## src/rtl/sb_drain_if.sv

```systemverilog
`default_nettype none
// +----------------------------------------------------------------------------+
// | Module   : sb_drain_if                                                     |
// | Brief    : Store-buffer head, dcache write port and bus write channel.     |
// | Revision : 1.0                                                            |
// +----------------------------------------------------------------------------+
interface sb_drain_if #(
  parameter int WAY_NUM = 2
);
  logic               commit_store_i;
  logic               sb_valid_i;
  logic [31:0]        sb_addr_i;
  logic [31:0]        sb_wdata_i;
  logic [3:0]         sb_wstrb_i;
  logic               sb_uncached_i;
  logic [WAY_NUM-1:0] sb_hit_i;
  logic               sb_ready_o;
  logic [WAY_NUM-1:0] dc_we_o;
  logic [31:0]        dc_addr_o;
  logic [31:0]        dc_wdata_o;
  logic [3:0]         dc_strb_o;
  logic               bus_req_valid_o;
  logic               bus_req_ready_i;
  logic [31:0]        bus_addr_o;
  logic [31:0]        bus_wdata_o;
  logic [3:0]         bus_strb_o;
  logic               bus_resp_valid_i;
  logic               busy_o;
  logic [31:0]        perf_hit_cnt_o;
  logic [31:0]        perf_bus_cnt_o;

  modport master (
    input  commit_store_i, sb_valid_i, sb_addr_i, sb_wdata_i, sb_wstrb_i,
           sb_uncached_i, sb_hit_i, bus_req_ready_i, bus_resp_valid_i,
    output sb_ready_o, dc_we_o, dc_addr_o, dc_wdata_o, dc_strb_o,
           bus_req_valid_o, bus_addr_o, bus_wdata_o, bus_strb_o,
           busy_o, perf_hit_cnt_o, perf_bus_cnt_o
  );

  modport slave (
    output commit_store_i, sb_valid_i, sb_addr_i, sb_wdata_i, sb_wstrb_i,
           sb_uncached_i, sb_hit_i, bus_req_ready_i, bus_resp_valid_i,
    input  sb_ready_o, dc_we_o, dc_addr_o, dc_wdata_o, dc_strb_o,
           bus_req_valid_o, bus_addr_o, bus_wdata_o, bus_strb_o,
           busy_o, perf_hit_cnt_o, perf_bus_cnt_o
  );
endinterface
`default_nettype wire

```

## src/rtl/sb_drain.sv

```systemverilog
`default_nettype none
// +----------------------------------------------------------------------------+
// | Module   : sb_drain                                                        |
// | Brief    : Drains committed stores one at a time to dcache (hit) or bus.   |
// |            Optional SB_DRAIN_PERF_CNT_EN builds hit/bus drain counters.     |
// | Revision : 1.0                                                            |
// +----------------------------------------------------------------------------+
module sb_drain #(
  parameter int WAY_NUM = 2,
  parameter int SB_SIZE = 4
) (
  input  wire              clk,
  input  wire              rst,
  sb_drain_if.master       sif
);
  localparam int CW = $clog2(SB_SIZE + 1);
  localparam logic [CW-1:0] c_sb_full = CW'(SB_SIZE);

  localparam logic [1:0] c_st_idle     = 2'd0;
  localparam logic [1:0] c_st_hit_wr   = 2'd1;
  localparam logic [1:0] c_st_bus_req  = 2'd2;
  localparam logic [1:0] c_st_bus_wait = 2'd3;

  logic [1:0]         r_state;
  logic [1:0]         w_state_nxt;
  logic [CW-1:0]      r_pending;
  logic [31:0]        r_addr;
  logic [31:0]        r_wdata;
  logic [3:0]         r_strb;
  logic [WAY_NUM-1:0] r_hit;

  logic               w_ready;
  logic               w_pop;
  logic               w_is_hit;
  logic [WAY_NUM-1:0] w_dc_we;
  logic               w_bus_valid;
  logic               w_busy;

  assign w_pop    = sif.sb_valid_i & w_ready;
  assign w_is_hit = (|sif.sb_hit_i) & ~sif.sb_uncached_i;

  always_ff @(posedge clk) begin
    if (rst) r_state <= c_st_idle;
    else     r_state <= w_state_nxt;
  end

  always_comb begin
    w_state_nxt = r_state;
    case (r_state)
      c_st_idle:     if (w_pop) w_state_nxt = w_is_hit ? c_st_hit_wr : c_st_bus_req;
      c_st_hit_wr:   w_state_nxt = c_st_idle;
      c_st_bus_req:  if (sif.bus_req_ready_i) w_state_nxt = c_st_bus_wait;
      c_st_bus_wait: if (sif.bus_resp_valid_i) w_state_nxt = c_st_idle;
      default:       w_state_nxt = c_st_idle;
    endcase
  end

  always_comb begin
    w_ready     = (r_state == c_st_idle) && (r_pending != '0);
    w_dc_we     = '0;
    w_bus_valid = 1'b0;
    w_busy      = (r_pending != '0) || (r_state != c_st_idle);
    // An all-zero strobe is a no-op store: keep the SRAM untouched.
    if (r_state == c_st_hit_wr && (|r_strb)) w_dc_we = r_hit;
    if (r_state == c_st_bus_req)             w_bus_valid = 1'b1;
  end

  always_ff @(posedge clk) begin
    if (rst) begin
      r_pending <= '0;
    end else begin
      case ({sif.commit_store_i, w_pop})
        2'b10:   if (r_pending != c_sb_full) r_pending <= r_pending + 1'b1;
        2'b01:   r_pending <= r_pending - 1'b1;
        default: r_pending <= r_pending;
      endcase
    end
  end

  always_ff @(posedge clk) begin
    if (rst) begin
      r_addr  <= '0;
      r_wdata <= '0;
      r_strb  <= '0;
      r_hit   <= '0;
    end else if (w_pop) begin
      r_addr  <= sif.sb_addr_i;
      r_wdata <= sif.sb_wdata_i;
      r_strb  <= sif.sb_wstrb_i;
      r_hit   <= sif.sb_hit_i;
    end
  end

  assign sif.sb_ready_o      = w_ready;
  assign sif.dc_we_o         = w_dc_we;
  assign sif.dc_addr_o       = r_addr;
  assign sif.dc_wdata_o      = r_wdata;
  assign sif.dc_strb_o       = r_strb;
  assign sif.bus_req_valid_o = w_bus_valid;
  assign sif.bus_addr_o      = r_addr;
  assign sif.bus_wdata_o     = r_wdata;
  assign sif.bus_strb_o      = r_strb;
  assign sif.busy_o          = w_busy;

`ifdef SB_DRAIN_PERF_CNT_EN
  logic [31:0] r_perf_hit;
  logic [31:0] r_perf_bus;

  always_ff @(posedge clk) begin
    if (rst) begin
      r_perf_hit <= '0;
      r_perf_bus <= '0;
    end else begin
      if (r_state == c_st_idle && w_pop && w_is_hit)      r_perf_hit <= r_perf_hit + 32'd1;
      if (r_state == c_st_bus_req && sif.bus_req_ready_i) r_perf_bus <= r_perf_bus + 32'd1;
    end
  end

  assign sif.perf_hit_cnt_o = r_perf_hit;
  assign sif.perf_bus_cnt_o = r_perf_bus;
`else
  assign sif.perf_hit_cnt_o = '0;
  assign sif.perf_bus_cnt_o = '0;
`endif

  a_no_overflow: assert property (@(posedge clk) disable iff (rst)
    !(sif.commit_store_i && !w_pop && r_pending == c_sb_full));

  a_head_valid: assert property (@(posedge clk) disable iff (rst)
    !(w_ready && !sif.sb_valid_i));

endmodule
`default_nettype wire

```

## src/flat_wrapper.sv

```systemverilog
// flat-port wrapper written by rule: the top's interface ports become plain ports
module sb_drain_flat 
#(
  parameter int WAY_NUM = 2,
  parameter int SB_SIZE = 4
)
  (clk, rst, sif_commit_store_i, sif_sb_valid_i, sif_sb_addr_i, sif_sb_wdata_i, sif_sb_wstrb_i, sif_sb_uncached_i, sif_sb_hit_i, sif_bus_req_ready_i, sif_bus_resp_valid_i, sif_sb_ready_o, sif_dc_we_o, sif_dc_addr_o, sif_dc_wdata_o, sif_dc_strb_o, sif_bus_req_valid_o, sif_bus_addr_o, sif_bus_wdata_o, sif_bus_strb_o, sif_busy_o, sif_perf_hit_cnt_o, sif_perf_bus_cnt_o);
  sb_drain_if #(.WAY_NUM(WAY_NUM)) sif_i ();
  input  wire clk;
  input  wire rst;
  input wire logic [$bits(sif_i.commit_store_i)-1:0] sif_commit_store_i;
  input wire logic [$bits(sif_i.sb_valid_i)-1:0] sif_sb_valid_i;
  input wire logic [$bits(sif_i.sb_addr_i)-1:0] sif_sb_addr_i;
  input wire logic [$bits(sif_i.sb_wdata_i)-1:0] sif_sb_wdata_i;
  input wire logic [$bits(sif_i.sb_wstrb_i)-1:0] sif_sb_wstrb_i;
  input wire logic [$bits(sif_i.sb_uncached_i)-1:0] sif_sb_uncached_i;
  input wire logic [$bits(sif_i.sb_hit_i)-1:0] sif_sb_hit_i;
  input wire logic [$bits(sif_i.bus_req_ready_i)-1:0] sif_bus_req_ready_i;
  input wire logic [$bits(sif_i.bus_resp_valid_i)-1:0] sif_bus_resp_valid_i;
  output wire logic [$bits(sif_i.sb_ready_o)-1:0] sif_sb_ready_o;
  output wire logic [$bits(sif_i.dc_we_o)-1:0] sif_dc_we_o;
  output wire logic [$bits(sif_i.dc_addr_o)-1:0] sif_dc_addr_o;
  output wire logic [$bits(sif_i.dc_wdata_o)-1:0] sif_dc_wdata_o;
  output wire logic [$bits(sif_i.dc_strb_o)-1:0] sif_dc_strb_o;
  output wire logic [$bits(sif_i.bus_req_valid_o)-1:0] sif_bus_req_valid_o;
  output wire logic [$bits(sif_i.bus_addr_o)-1:0] sif_bus_addr_o;
  output wire logic [$bits(sif_i.bus_wdata_o)-1:0] sif_bus_wdata_o;
  output wire logic [$bits(sif_i.bus_strb_o)-1:0] sif_bus_strb_o;
  output wire logic [$bits(sif_i.busy_o)-1:0] sif_busy_o;
  output wire logic [$bits(sif_i.perf_hit_cnt_o)-1:0] sif_perf_hit_cnt_o;
  output wire logic [$bits(sif_i.perf_bus_cnt_o)-1:0] sif_perf_bus_cnt_o;
  assign sif_i.commit_store_i = sif_commit_store_i;
  assign sif_i.sb_valid_i = sif_sb_valid_i;
  assign sif_i.sb_addr_i = sif_sb_addr_i;
  assign sif_i.sb_wdata_i = sif_sb_wdata_i;
  assign sif_i.sb_wstrb_i = sif_sb_wstrb_i;
  assign sif_i.sb_uncached_i = sif_sb_uncached_i;
  assign sif_i.sb_hit_i = sif_sb_hit_i;
  assign sif_i.bus_req_ready_i = sif_bus_req_ready_i;
  assign sif_i.bus_resp_valid_i = sif_bus_resp_valid_i;
  assign sif_sb_ready_o = sif_i.sb_ready_o;
  assign sif_dc_we_o = sif_i.dc_we_o;
  assign sif_dc_addr_o = sif_i.dc_addr_o;
  assign sif_dc_wdata_o = sif_i.dc_wdata_o;
  assign sif_dc_strb_o = sif_i.dc_strb_o;
  assign sif_bus_req_valid_o = sif_i.bus_req_valid_o;
  assign sif_bus_addr_o = sif_i.bus_addr_o;
  assign sif_bus_wdata_o = sif_i.bus_wdata_o;
  assign sif_bus_strb_o = sif_i.bus_strb_o;
  assign sif_busy_o = sif_i.busy_o;
  assign sif_perf_hit_cnt_o = sif_i.perf_hit_cnt_o;
  assign sif_perf_bus_cnt_o = sif_i.perf_bus_cnt_o;
  sb_drain #(.WAY_NUM(WAY_NUM), .SB_SIZE(SB_SIZE)) u_core (.clk(clk), .rst(rst), .sif(sif_i));
endmodule
```

## config.mk

```make
export PLATFORM = sky130hd
export DESIGN_NAME = sb_drain_flat
export DESIGN_NICKNAME = d
export VERILOG_FILES = /design/src/rtl/sb_drain_if.sv /design/src/rtl/sb_drain.sv /design/src/flat_wrapper.sv
export SDC_FILE = /design/constraint.sdc
export NUM_CORES = 1
export LEC_CHECK = 0
export CORE_ASPECT_RATIO = 1.1
export CORE_MARGIN = 10
export CORE_UTILIZATION = 37
export DETAILED_ROUTE_END_ITERATION = 8
export PLACE_DENSITY = 0.85
export SETUP_SLACK_MARGIN = 0.3
export SKIP_CTS_REPAIR_TIMING = 1
export SLEW_MARGIN = 30
export SYNTH_ARGS = -nofsm -noshare
export SYNTH_HDL_FRONTEND = slang
export SYNTH_SLANG_ARGS = --single-unit
```

## constraint.sdc

```tcl
create_clock -name clk -period 5.24 [get_ports clk]
set_input_delay 0.786 -clock clk [delete_from_list [all_inputs] [get_ports clk]]
set_output_delay 0.786 -clock clk [all_outputs]
set_load 0.02 [all_outputs]
```

==> flow_summary.ini <==
[outcome]
status = finished, final reports clean

[setup_path]
slowest_delay_ps = 480
crit_required_ps = 5510
cp_data_arrival_time_ps = 3120
critPathMaxFanout = 8
regToRegSetupSlack_ps = 2840
critPathLaunchType = input pin
worstPathCellList = clkdlybuf4s50_1 > or3b_1 > or3_1 > fa_1 > or3_1 > a31oi_1
path_class = input pin to register
cp_slowest_cell = or3b_1
cp-end-kind = register
crit_top_cell = or3_1

[global_route]
antenna_found_initial = 0
grt_pass1_wl_mm = 17.84
grt_max_degree = 72
first_global_vias = 3419
track_usage_pct = 15.26
grt_overflow = 0

[cells_and_area]
mostFrequentLayoutCell = clkdlybuf4s50_1
layout_common_cells = 216 x clkdlybuf4s50_1, 144 x nand2_1, 75 x dfxtp_1
num_antenna_cells = 0
areaGrowthSynthToFinish_pct = 46.12
drive_gt1_share_pct = 3.509
nets = 700
final_area_um2 = 5470

[sta]
rsz0062_at_grt = no
worst_pin_slew_ps = 744.5
setup_viol = 0
finalHoldViolCount = 0
period_minus_slack_ps = 2850
max_freq_mhz = 350.9
holdWs_ps = 457.4
fin_setup_tns_ps = 0
min_period_over_period_pct = 54.39
maxSlewViolCount = 0
relSlewSlack_pct = 50.25
finalClockSkew_ps = 7.813

[clock_tree]
cts-root-buf = clkbuf_8
clk_path_buf_depth = 2
cts_htree_levels = 3
cts_buffers = 9
clock-sinks = 75
cts_tree = done
clk_pin_slew_ps = 80
insertion_delay_ps = 350

[logic_synthesis]
netlist_area_um2 = 3744
syn_area_per_cell_um2 = 7.735
yosysSeqAreaShare_pct = 40.11
syn_inst = 484
ys_types = 29
ys_ff_latch = 75
yosysWarnings = 0

[power_and_ir_drop]
p_clk_share_pct = 18.6
p_leak_uw = 0.002030
p_switching_uw = 1193
p_int_uw = 1690
sw_frac_of_total_pct = 41.37
p_seq_share_pct = 29.3
comb_power_share_pct = 52.1
powerDensity_nw_per_um2 = 527.0
vdd_drop_max_uv = 337.2

[drt]
drt_wl_total_mm = 12.01
dr.pass1.iters = 5
drtIter0Drc = 157
drc = 0
avgViaCountPerCell = 4.359
vias = 3256
ant_nets = 0
wl_per_cell_um = 16.07

[min_path]
hold_class = register to register

[die]
die_w_um = 115.9
die-area_um2 = 14550
start_util_pct = 37.85
dieHeight_um = 125.5
io_pins = 282
coreArea_um2 = 9889
num_rows = 38

[placement]
placed_area_um2 = 5229
gp_congestion = 0.7202
hpwl_mm = 9.454
port_buffers = 217

[flow_run]
maxCapViolations = 0
path summary, 6_finish.rpt:
kind,from,cells after the start,end
hold / removal,u_core.r_hit[0],2,u_core.r_hit[0]
setup reg to reg,u_core.r_state[1],5,u_core.r_pending[1]
setup / recovery,sif_sb_valid_i,6,u_core.r_pending[1]
hold reg to reg,u_core.r_hit[0],2,u_core.r_hit[0]
critical path: cells and delay by family:
family | cells | cell delay, ps
simple gates | 3 | 1250
compound gates | 1 | 160
buf+inv | 1 | 450
fa+ha+maj | 1 | 460
per-layer routing:
| layer | routed length, um | vias to the layer above | global-route usage [%] |
|---|---|---|---|
| met5 | 0 | - | 0 |
| met3 | 1124 | 12 | 5.452 |
| met2 | 6283 | 164 | 28.07 |
| met4 | 168 | 0 | 5.969 |
| li1 | - | 1612 | - |
| met1 | 4430 | 1468 | 15.04 |
stage by stage:
step	total power (uW)	setup WS [ps]	std cells	utilization (%)
4_1_cts	2919	2389	747	55.31
3_5_place_dp	2372	2021	731	52.87
6_report	2883	2390	747	55.31
5_1_grt	3052	2210	747	55.31
3_3_place_gp	2333	2099	731	52.87
2_1_floorplan	1844	2638	547	-
area by class of cell:
| cell class | instances | area (um2) |
|---|---|---|
| clock buffer | 11 | 141.4 |
| clock inverter | 5 | 100.1 |
| fill | 900 | 4419 |
| inverter | 2 | 7.507 |
| multi-input combinational | 314 | 1380 |
| sequential | 75 | 1501 |
| tap | 120 | 150.1 |
| timing repair buffer | 220 | 2190 |
logic make-up after synthesis:
kind of cell / count (synthesis) / share of synthesized area (%)
simple gates: 167 / 17.95
buf+inv: 158 / 29.55
compound gates: 80 / 11.23
flops: 75 / 40.11
fa+ha+maj: 1 / 0.5348
other cells: 1 / 0.1002
xor+xnor: 1 / 0.2340
mux: 1 / 0.3008
cell usage after synthesis:
library cell | instances | area [um2]
a21boi_0 | 2 | 15.01
a21oi_1 | 72 | 360.4
a221oi_1 | 1 | 8.760
a22oi_1 | 1 | 7.510
a31oi_1 | 1 | 6.260
and2_1 | 2 | 12.51
buf_2 | 8 | 40.04
buf_4 | 132 | 991.0
buf_6 | 1 | 11.26
clkbuf_1 | 15 | 56.30
conb_1 | 1 | 3.750
dfxtp_1 | 75 | 1501
fa_1 | 1 | 20.02
inv_1 | 2 | 7.510
mux2_2 | 1 | 11.26
nand2_1 | 144 | 540.5
nand2b_1 | 1 | 6.260
nand3b_1 | 1 | 7.510
nor2_1 | 6 | 22.52
nor2b_1 | 3 | 18.77
nor3_1 | 2 | 10.01
nor3b_1 | 1 | 7.510
nor4_1 | 2 | 12.51
o211ai_1 | 2 | 15.01
o21bai_1 | 1 | 7.510
or2_1 | 1 | 6.260
or3_1 | 3 | 18.77
or3b_1 | 1 | 8.760
xor2_1 | 1 | 8.760
sequential cells by signal, summed over array words and instances, names as in the netlist:
register	cells
u_core.sif.bus_wdata_o	32
u_core.r_hit	2
u_core.sif.bus_addr_o	32
u_core.r_pending	3
u_core.r_state	2
u_core.sif.bus_strb_o	4
power by group through the flow:
stage	combinational, uW	sequential [uW]	clock (uW)
after floorplan	851	992	0
after global placement	1480	851	0
after detailed placement	1510	857	0
after CTS	1520	848	551
after global routing	1610	868	576
final	1500	845	537
Power figures use the tool's default switching activity.
